**config.mk**
```make
export PLATFORM = sky130hd
export DESIGN_NAME = sample_frame_packer
export DESIGN_NICKNAME = d
export VERILOG_FILES = /design/src/rtl/sample_frame_packer_pkg.sv /design/src/rtl/sample_frame_packer_sync_fifo.sv /design/src/rtl/sample_frame_packer.sv
export SDC_FILE = /design/constraint.sdc
export NUM_CORES = 1
export LEC_CHECK = 0
export ABC_CLOCK_PERIOD_IN_PS = 3720
export BUFFER_PORTS_ARGS = -buffer_cell sky130_fd_sc_hd__buf_2
export CAP_MARGIN = 30
export CORE_AREA = 2 2 152 154
export CTS_CLUSTER_DIAMETER = 80
export CTS_CLUSTER_SIZE = 40
export DETAILED_ROUTE_END_ITERATION = 10
export DIE_AREA = 0 0 154 156
export GPL_TIMING_DRIVEN = 0
export PLACE_DENSITY = 0.72
export SLEW_MARGIN = 20
export SYNTH_ARGS = -nofsm -noshare
export SYNTH_HDL_FRONTEND = slang
export SYNTH_SLANG_ARGS = --single-unit
```
**constraint.sdc**
```tcl
create_clock -name clk -period 3.72 [get_ports clk]
set_input_delay 0.186 -clock clk [delete_from_list [all_inputs] [get_ports clk]]
set_output_delay 0.186 -clock clk [all_outputs]
set_load 0.005 [all_outputs]
```
**src/rtl/sample_frame_packer_pkg.sv**
```systemverilog
// Shared definitions for the sample frame packer: frame header byte, FSM states,
// and a saturating counter helper.
package sample_frame_packer_pkg;

    localparam logic [7:0] FRAME_HDR = 8'hA5;

    typedef enum logic [2:0] {
        ST_IDLE = 3'd0,
        ST_HDR  = 3'd1,
        ST_MSB  = 3'd2,
        ST_LSB  = 3'd3,
        ST_CSUM = 3'd4
    } state_t;

    function automatic logic [15:0] sat_inc16(input logic [15:0] v);
        return (v == 16'hFFFF) ? v : v + 16'd1;
    endfunction

endpackage

```
**src/rtl/sample_frame_packer_sync_fifo.sv**
```systemverilog
// Synchronous FIFO with show-ahead read data and an occupancy count.
// Written to be reusable by other ADDA stages.
module sync_fifo
    import sample_frame_packer_pkg::*;
#(
    parameter int WIDTH = 14,
    parameter int AW    = 4
) (
    input  logic             clk,
    input  logic             rst,
    input  logic             wr_en,
    input  logic [WIDTH-1:0] wr_data,
    input  logic             rd_en,
    output logic [WIDTH-1:0] rd_data,
    output logic             full,
    output logic             empty,
    output logic [AW:0]      count
);

    localparam int DEPTH = 1 << AW;

    logic [WIDTH-1:0] mem_q [DEPTH];
    logic [AW-1:0]    wptr_q, wptr_d, rptr_q, rptr_d;
    logic [AW:0]      count_q, count_d;
    logic             push, pop;

    assign full    = (count_q == (AW+1)'(DEPTH));
    assign empty   = (count_q == '0);
    assign count   = count_q;
    assign rd_data = mem_q[rptr_q];
    assign push    = wr_en & ~full;
    assign pop     = rd_en & ~empty;

    always_comb begin
        wptr_d  = wptr_q + AW'(push);
        rptr_d  = rptr_q + AW'(pop);
        count_d = count_q + (AW+1)'(push) - (AW+1)'(pop);
    end

    always_ff @(posedge clk or negedge rst) begin
        if (!rst) begin
            wptr_q  <= '0;
            rptr_q  <= '0;
            count_q <= '0;
        end else begin
            wptr_q  <= wptr_d;
            rptr_q  <= rptr_d;
            count_q <= count_d;
        end
    end

    always_ff @(posedge clk) begin
        if (push) mem_q[wptr_q] <= wr_data;
    end

endmodule

```
**src/rtl/sample_frame_packer.sv**
```systemverilog
// Buffers signed samples and emits frames: 0xA5 | FRAME_LEN x (MSB, LSB) | XOR checksum.
// busy mirrors FIFO full; samples arriving while full are counted in drop_cnt.
module sample_frame_packer
    import sample_frame_packer_pkg::*;
#(
    parameter int DATA_WIDTH = 14,
    parameter int FIFO_AW    = 4,
    parameter int FRAME_LEN  = 8
) (
    input  logic                  clk,
    input  logic                  rst,
    input  logic                  in_valid,
    input  logic [DATA_WIDTH-1:0] in_data,
    output logic                  busy,
    output logic [7:0]            tx_data,
    output logic                  tx_valid,
    input  logic                  tx_ready,
    output logic [15:0]           drop_cnt
);

    localparam logic [FIFO_AW:0] FRAME_LEN_W = (FIFO_AW+1)'(FRAME_LEN);

    logic [DATA_WIDTH-1:0] fifo_rd_data;
    logic                  fifo_full, fifo_empty, fifo_rd_en, pop_req;
    logic [FIFO_AW:0]      fifo_count;
    logic [15:0]           sample_w;

    state_t           state_q, state_d;
    logic [7:0]       tx_data_q, tx_data_d, csum_q, csum_d, csum_lsb;
    logic             tx_valid_q, tx_valid_d, hs;
    logic [15:0]      hold_q, hold_d, drop_q, drop_d;
    logic [FIFO_AW:0] sent_q, sent_d;

    sync_fifo #(.WIDTH(DATA_WIDTH), .AW(FIFO_AW)) u_fifo (
        .clk     (clk),
        .rst     (rst),
        .wr_en   (in_valid),
        .wr_data (in_data),
        .rd_en   (fifo_rd_en),
        .rd_data (fifo_rd_data),
        .full    (fifo_full),
        .empty   (fifo_empty),
        .count   (fifo_count)
    );

    assign sample_w   = 16'(signed'(fifo_rd_data));
    assign hs         = tx_valid_q & tx_ready;
    assign fifo_rd_en = pop_req & ~fifo_empty;
    assign busy       = fifo_full;
    assign tx_data    = tx_data_q;
    assign tx_valid   = tx_valid_q;
    assign drop_cnt   = drop_q;

    always_comb begin
        state_d    = state_q;
        tx_data_d  = tx_data_q;
        tx_valid_d = tx_valid_q;
        hold_d     = hold_q;
        csum_d     = csum_q;
        sent_d     = sent_q;
        pop_req    = 1'b0;
        csum_lsb   = csum_q ^ hold_q[7:0];
        drop_d     = (in_valid & fifo_full) ? sat_inc16(drop_q) : drop_q;
        case (state_q)
            ST_IDLE: begin
                tx_valid_d = 1'b0;
                if (fifo_count >= FRAME_LEN_W) begin
                    state_d    = ST_HDR;
                    tx_valid_d = 1'b1;
                    tx_data_d  = FRAME_HDR;
                end
            end
            ST_HDR: if (hs) begin
                pop_req   = 1'b1;
                hold_d    = sample_w;
                csum_d    = 8'h00;
                sent_d    = (FIFO_AW+1)'(1);
                tx_data_d = sample_w[15:8];
                state_d   = ST_MSB;
            end
            ST_MSB: if (hs) begin
                csum_d    = csum_q ^ hold_q[15:8];
                tx_data_d = hold_q[7:0];
                state_d   = ST_LSB;
            end
            ST_LSB: if (hs) begin
                csum_d = csum_lsb;
                if (sent_q < FRAME_LEN_W) begin
                    pop_req   = 1'b1;
                    hold_d    = sample_w;
                    sent_d    = sent_q + 1'b1;
                    tx_data_d = sample_w[15:8];
                    state_d   = ST_MSB;
                end else begin
                    tx_data_d = csum_lsb;
                    state_d   = ST_CSUM;
                end
            end
            ST_CSUM: if (hs) begin
                tx_valid_d = 1'b0;
                state_d    = ST_IDLE;
            end
            default: begin
                tx_valid_d = 1'b0;
                state_d    = ST_IDLE;
            end
        endcase
    end

    always_ff @(posedge clk or negedge rst) begin
        if (!rst) begin
            state_q    <= ST_IDLE;
            tx_data_q  <= 8'h00;
            tx_valid_q <= 1'b0;
            hold_q     <= 16'h0000;
            csum_q     <= 8'h00;
            sent_q     <= '0;
            drop_q     <= 16'h0000;
        end else begin
            state_q    <= state_d;
            tx_data_q  <= tx_data_d;
            tx_valid_q <= tx_valid_d;
            hold_q     <= hold_d;
            csum_q     <= csum_d;
            sent_q     <= sent_d;
            drop_q     <= drop_d;
        end
    end

endmodule

```
== Word-level counts from Yosys, hierarchy flattened ==
Memories as Yosys holds them, arrays and structs flattened.
Cells that the tools add are included.

* Bits in writable memories: 224
* Memories kept: 1
* Flip-flop bits (word level): 70
* Output and inout port bits: 26
* Bits of input ports: 18

{| class="wikitable"
|+ Memory list
! memory !! words !! width !! rd ports !! clocked after memory_dff !! write ports !! RTL line !! source
|-
| u_fifo.mem_q || 16 || 14 || 1 || 0 || 1 || sample_frame_packer_sync_fifo.sv:22 || <nowiki>logic [WIDTH-1:0] mem_q [DEPTH];</nowiki>
|}

* Equality and inequality tests: 12
* Reduce and logical (&&, ||, !) cells: 12
* Mux-type cells: 34
* Add/sub/neg operators: 6
* Bitwise gates (word level): 11
* $lt $le $gt $ge: 2

{| class="wikitable"
|+ Operators by type and width
! kind !! count
|-
| $mux 8 || 8
|-
| $mux 16 || 3
|-
| $pmux 16 s2 || 1
|-
| $pmux 8 s4 || 1
|-
| $pmux 8 s3 || 1
|-
| $mux 3 || 6
|-
| $add 16x1->16 const B || 1
|-
| $eq 16x16->1 const B || 1
|-
| $xor 8x8->8 || 2
|-
| $mux 5 || 3
|-
| $pmux 3 s5 || 1
|-
| $ne 2x2->1 const B || 6
|-
| $pmux 5 s2 || 1
|-
| $reduce_and 5->1 || 2
|-
| $add 4x1->4 || 2
|-
| $reduce_and 4->1 || 2
|-
| $mux 1 || 7
|-
| $eq 3x2->1 const B || 2
|-
| $add 5x1->5 || 1
|-
| $add 5x1->5 const B || 1
|-
| $and 1x1->1 || 5
|-
| $eq 5x5->1 const B || 1
|-
| $ge 5x4->1 const B || 1
|-
| $logic_not 5->1 || 1
|-
| 13 further kinds || 17
|}

== Longest topological paths before layout ==
* Word-level depth: 7
* Gate-level depth with buffers: 15
* Depth with buffers taken out: 12

== Hierarchy ==
A second synthesis with hierarchy kept.

* Cells, all modules: 791
* Area, all modules: 12255.5 µm²

{| class="wikitable"
|+ By module, submodules not included
! module !! area each (µm²) !! cells each !! instances
|-
| sync_fifo || 9361.5 || 478 || 1
|-
| sample_frame_packer || 2894.0 || 313 || 1
|}

== Least setup slack after synthesis ==
Ideal clock, no wire load.

* Path type: flip-flop to flip-flop
* From: register u_fifo.count_q[2], in the netlist u_fifo.count[2]
* To: memory u_fifo.mem_q[0][0] (enable)
* Stages on the path, launching flop included: 8
* Arrival: 2.572 ns
* Required time: 3.317 ns
* Slack: 0.746 ns
* Path buffers: 1
* Setup time: 0.403 ns
* Path through: dfrtp_1 -> inv_1 -> ha_1 -> nor4bb_1 -> buf_2 -> nor2b_1 -> or3b_1 -> nor3_1

* Word-level cells in the longest chain between the ends: 5

{| class="wikitable"
|+ Ends and longest elaborated chain
! element !! RTL line !! source
|-
| from (decl) || sample_frame_packer_sync_fifo.sv:24 || <nowiki>logic [AW:0] count_q, count_d;</nowiki>
|-
| from (signal assigned) || sample_frame_packer_sync_fifo.sv:48 || <nowiki>count_q <= count_d;</nowiki>
|-
| $eq 5x5->1 || sample_frame_packer_sync_fifo.sv:27 || <nowiki>assign full = (count_q == (AW+1)'(DEPTH));</nowiki>
|-
| net busy || sample_frame_packer.sv:14 || <nowiki>output logic busy,</nowiki>
|-
| $not 1->1 || sample_frame_packer_sync_fifo.sv:31 || <nowiki>assign push = wr_en & ~full;</nowiki>
|-
| $and 1x1->1 || sample_frame_packer_sync_fifo.sv:31 ||
|-
| $mux 1 || sample_frame_packer_sync_fifo.sv:53 || <nowiki>if (push) mem_q[wptr_q] <= wr_data;</nowiki>
|-
| $mux 1 (implied by the code) || sample_frame_packer_sync_fifo.sv:53 ||
|-
| to (decl) || sample_frame_packer_sync_fifo.sv:22 ||
|}

The timed path passes the listed nets, and every way through them passes these cells.

== Worst setup path after layout ==
* From: register sent_q[4]
* To: register u_fifo.count_q[4], in the netlist u_fifo.count[4]

* Word-level cells in the longest chain between the ends: 7

{| class="wikitable"
|+ Ends and longest elaborated chain
! element !! RTL line !! source
|-
| from (decl) || sample_frame_packer.sv:32 || <nowiki>logic [FIFO_AW:0] sent_q, sent_d;</nowiki>
|-
| from (signal assigned) || sample_frame_packer.sv:125 || <nowiki>sent_q <= sent_d;</nowiki>
|-
| $lt 5x4->1 || sample_frame_packer.sv:88 || <nowiki>if (sent_q < FRAME_LEN_W) begin</nowiki>
|-
| $mux 1 || sample_frame_packer.sv:88 ||
|-
| $mux 1 || sample_frame_packer.sv:86 || <nowiki>ST_LSB: if (hs) begin</nowiki>
|-
| $pmux 1 s2 || sample_frame_packer.sv:64 || <nowiki>case (state_q)</nowiki>
|-
| $and 1x1->1 || sample_frame_packer.sv:48 || <nowiki>assign fifo_rd_en = pop_req & ~fifo_empty;</nowiki>
|-
| $and 1x1->1 || sample_frame_packer_sync_fifo.sv:32 || <nowiki>assign pop = rd_en & ~empty;</nowiki>
|-
| $sub 5x1->5 || sample_frame_packer_sync_fifo.sv:37 || <nowiki>count_d = count_q + (AW+1)'(push) - (AW+1)'(pop);</nowiki>
|-
| net u_fifo.count_d[4] || sample_frame_packer_sync_fifo.sv:24 ||
|}

The timed path passes the listed nets, and every way through them passes these cells.
A chain may end at the register's enable or synchronous reset.

==> qor.yml <==
io_pins: 44
reg2reg_from: "sent_q[4]"
ys.flop_type: "edfxtp_1"
path_cells: "o21ai_1 > clkbuf_2 > nand3_1 > clkbuf_1 > a41oi_1 > ha_1 > inv_1 > ha_1 > inv_1 > fa_1 > inv_1 > a21oi_1 > o21bai_1 > xnor2_1"
cp_data_required_time_ps: 4110
drt_iter0_drc: 615
grt_max_degree: 53
pre_cts_slack_ps: 215
postSynthAreaPerCell_um2: 17.4
wl_per_cell_um: 24.0
fin_skew_ps: 59.8
grt_usage_pct: 21.8
synth_nets: 730
ys_types: 67
drive_gt1_share_pct: 23.1
max_slew.worst_pin.slew_ps: 865
finalCritPeriodShare_pct: 89.9
irDropWorstVdd_mv: 0.363
postRouteWirelength_um: 25700
fin_crit_ps: 3350
cts.clk_slew.worst_paths_ps: 140
pwr-share-seq_pct: 46.0
synth_seq_area_share_pct: 69.6
nNetsFinal: 809
cpMostUsedCell: "inv_1"
clkSinkCount: 292
grt_pass1_wl_um: 39800
cp-startpoint: "sent_q[4]"
switchingPower_w: 0.00315
hold_path_depth: 1
die_h_um: 156
synth_edf_count: 224
dp_hpwl_um: 17700
critPathSlowestCell: "dfrtp_1"
sw_frac_of_total_pct: 33.3
antenna_found_initial: 0
fmax_ghz: 0.299
vias_per_cell: 6.26
hold_viol: 0
area_growth_pct: 11.1
path_delay_family: "compound AO/OA/AOI/OAI gates"
worstPathArrival_ps: 3730
syn_inst: 697
rr_worst_depth: 14
path_class: "flip-flop to flip-flop"
gp_congestion: 0.870
final_max_slew_viol_count: 0
cp_max_fo: 10
cpPeakStageDelay_ps: 450
ys_warn_count: 0
setup_viol: 0
core_area_um2: 22400
end_kind: "flip-flop"
drcViolationCount: 0
clock_power_share_pct: 19.4
power_density_nw_per_um2: 702
vias: 6688
hp-class: "input pin to flip-flop"
cts-buffers-inserted: 14
power_frac_comb_pct: 34.6
ant_nets: 0
diodes: 0
setup_ws_ps: 374
ys_async_sr_fraction_pct: 23.3
grt_pass1_vias: 6797
worstHoldStart: "in_data[9]"
die_area_um2: 24000
root_buffer: "clkbuf_16"
status: "finished clean"
intPower_w: 0.00630
rows: 55
dieWidth_um: 154
cts_tree: "done"
synth-seq-cells: 292
drv_cap: 0
path_depth: 14
startpoint_type: "flip-flop"
htreeDepth: 1
cts_max_path_buffers: 3
numPortBuffers: 43
first_pass_iters: 4
syn_area_um2: 12100
final_area_um2: 13500
placed_cell_area_um2: 13000
fillers: 1629
max_slew_margin_pct: 42.0
overflow: 0
worst_skew_pair.late_latency_ps: 520
rsz0062_at_grt: "no"
multi_input_area_um2: 3480
register_area_um2: 8430
critical_path_buf_inv_count: 5
start_util_pct: 54.2
p_leak_nw: 4.77
## final cells by class
cell class                      count  area share [%]
Multi-Input combinational cell    355            25.8
Clock buffer                       17            2.84
Clock inverter                      7           0.697
Buffer                             36            1.57
Sequential cell                   292            62.6
Tap cell                          285            2.65
Timing Repair Buffer               63            3.38
Inverter                           14           0.390
## timing repair
action                                  CTS  global route
hold buffers                              1             0
hold endpoints to repair                 68             0
endpoints found under the setup margin    0             1
buffers inserted                          0             0
gates resized for setup                   0             2
## path summary, 6_finish.rpt
| path | slack [ps] | end |
|---|---|---|
| max in group asynchronous | 3060 | sent_q[3] |
| hold reg to reg | 500 | hold_q[8] |
| hold / removal | 30 | u_fifo.mem_q[14][9] |
| setup reg to reg | 370 | u_fifo.count[4] |
| setup / recovery | 370 | u_fifo.count[4] |
| min in group asynchronous | 90 | u_fifo.wptr_q[1] |
## cells by family (layout without fill, tap and decap cells)
| logic type | Yosys count | after routing | synth area share [%] |
|---|---|---|---|
| buffers and inverters | 50 | 137 | 2.17 |
| xor gates and xnor gates | 22 | 22 | 1.59 |
| AOI/OAI and AO/OA | 104 | 104 | 6.22 |
| and+or+nand+nor | 126 | 126 | 5.39 |
| adders and majority gates | 15 | 15 | 1.61 |
| muxes | 88 | 88 | 13.5 |
| DFF | 292 | 292 | 69.6 |
## routing by layer
metal,GRT usage (%),routed length (µm),share of wire (%)
met1,30.6,10600,41
met2,37.0,13200,51
met3,2.56,1400,5.4
met4,5.12,459,1.8
met5,0,0,0
## metrics by stage
stage               hold slack (ps)  TNS [ps]  power, W  utilization, %  cells
finish                         26.6         0   0.00945            60.2   1069
detailed placement             77.2         0   0.00768            57.9   1042
global route                   17.5         0   0.00993            60.2   1069
floorplan                      -110         0   0.00663               -    697
global placement                470    -16460   0.00743            56.7   1025
CTS                            6.01         0   0.00949            60.1   1067
## Yosys cell counts, types with 13 or more instances
library cell / instances / area share [%]
a21oi_1: 14 / 0.58
buf_2: 14 / 0.58
clkbuf_1: 16 / 0.50
dfrtp_1: 68 / 14
edfxtp_1: 224 / 56
ha_1: 14 / 1.4
inv_1: 14 / 0.43
mux2i_1: 27 / 2.2
mux4_2: 52 / 9.7
nand2_1: 35 / 1.1
nand3_1: 13 / 0.54
nor2_1: 23 / 0.71
o21ai_1: 13 / 0.54
xor2_1: 16 / 1.2
## cells in the final DEF, fill, tap and decap left out, types with 6 or more instances in the layout
cell,Yosys,final
buf_2,14,56
dfrtp_1,68,68
xnor2_1,6,6
buf_6,2,8
mux4_2,52,52
a211oi_1,12,12
xor2_1,16,16
a21oi_1,14,14
inv_1,14,14
nor4_1,11,11
nor2_2,0,12
mux2i_1,27,27
ha_1,14,14
clkbuf_1,16,17
nand2_1,35,35
nor2_1,23,11
clkbuf_16,0,15
edfxtp_1,224,224
a2bb2oi_1,9,9
buf_8,2,8
o21ai_0,12,12
o21ai_1,13,13
mux4_1,6,6
nand3_1,13,13
buf_4,0,6
## state kept, by name, summed over array words and instances (netlist names)
register	flops
u_fifo.mem_q	224
drop_cnt	16
hold_q	14
csum_q	8
tx_data	8
sent_q	5
u_fifo.count	5
u_fifo.rptr_q	4
u_fifo.wptr_q	4
state_q	3
tx_valid	1
## power groups by stage
stage                     sequential (W)  clock (W)  combinational, W
after floorplan                  0.00432          0           0.00231
after global placement           0.00438          0           0.00305
after detailed placement         0.00441          0           0.00327
after CTS                        0.00434    0.00187           0.00328
after global routing             0.00439    0.00199           0.00355
final                            0.00435    0.00183           0.00327
No activity file was read; power rests on OpenSTA's default activity.
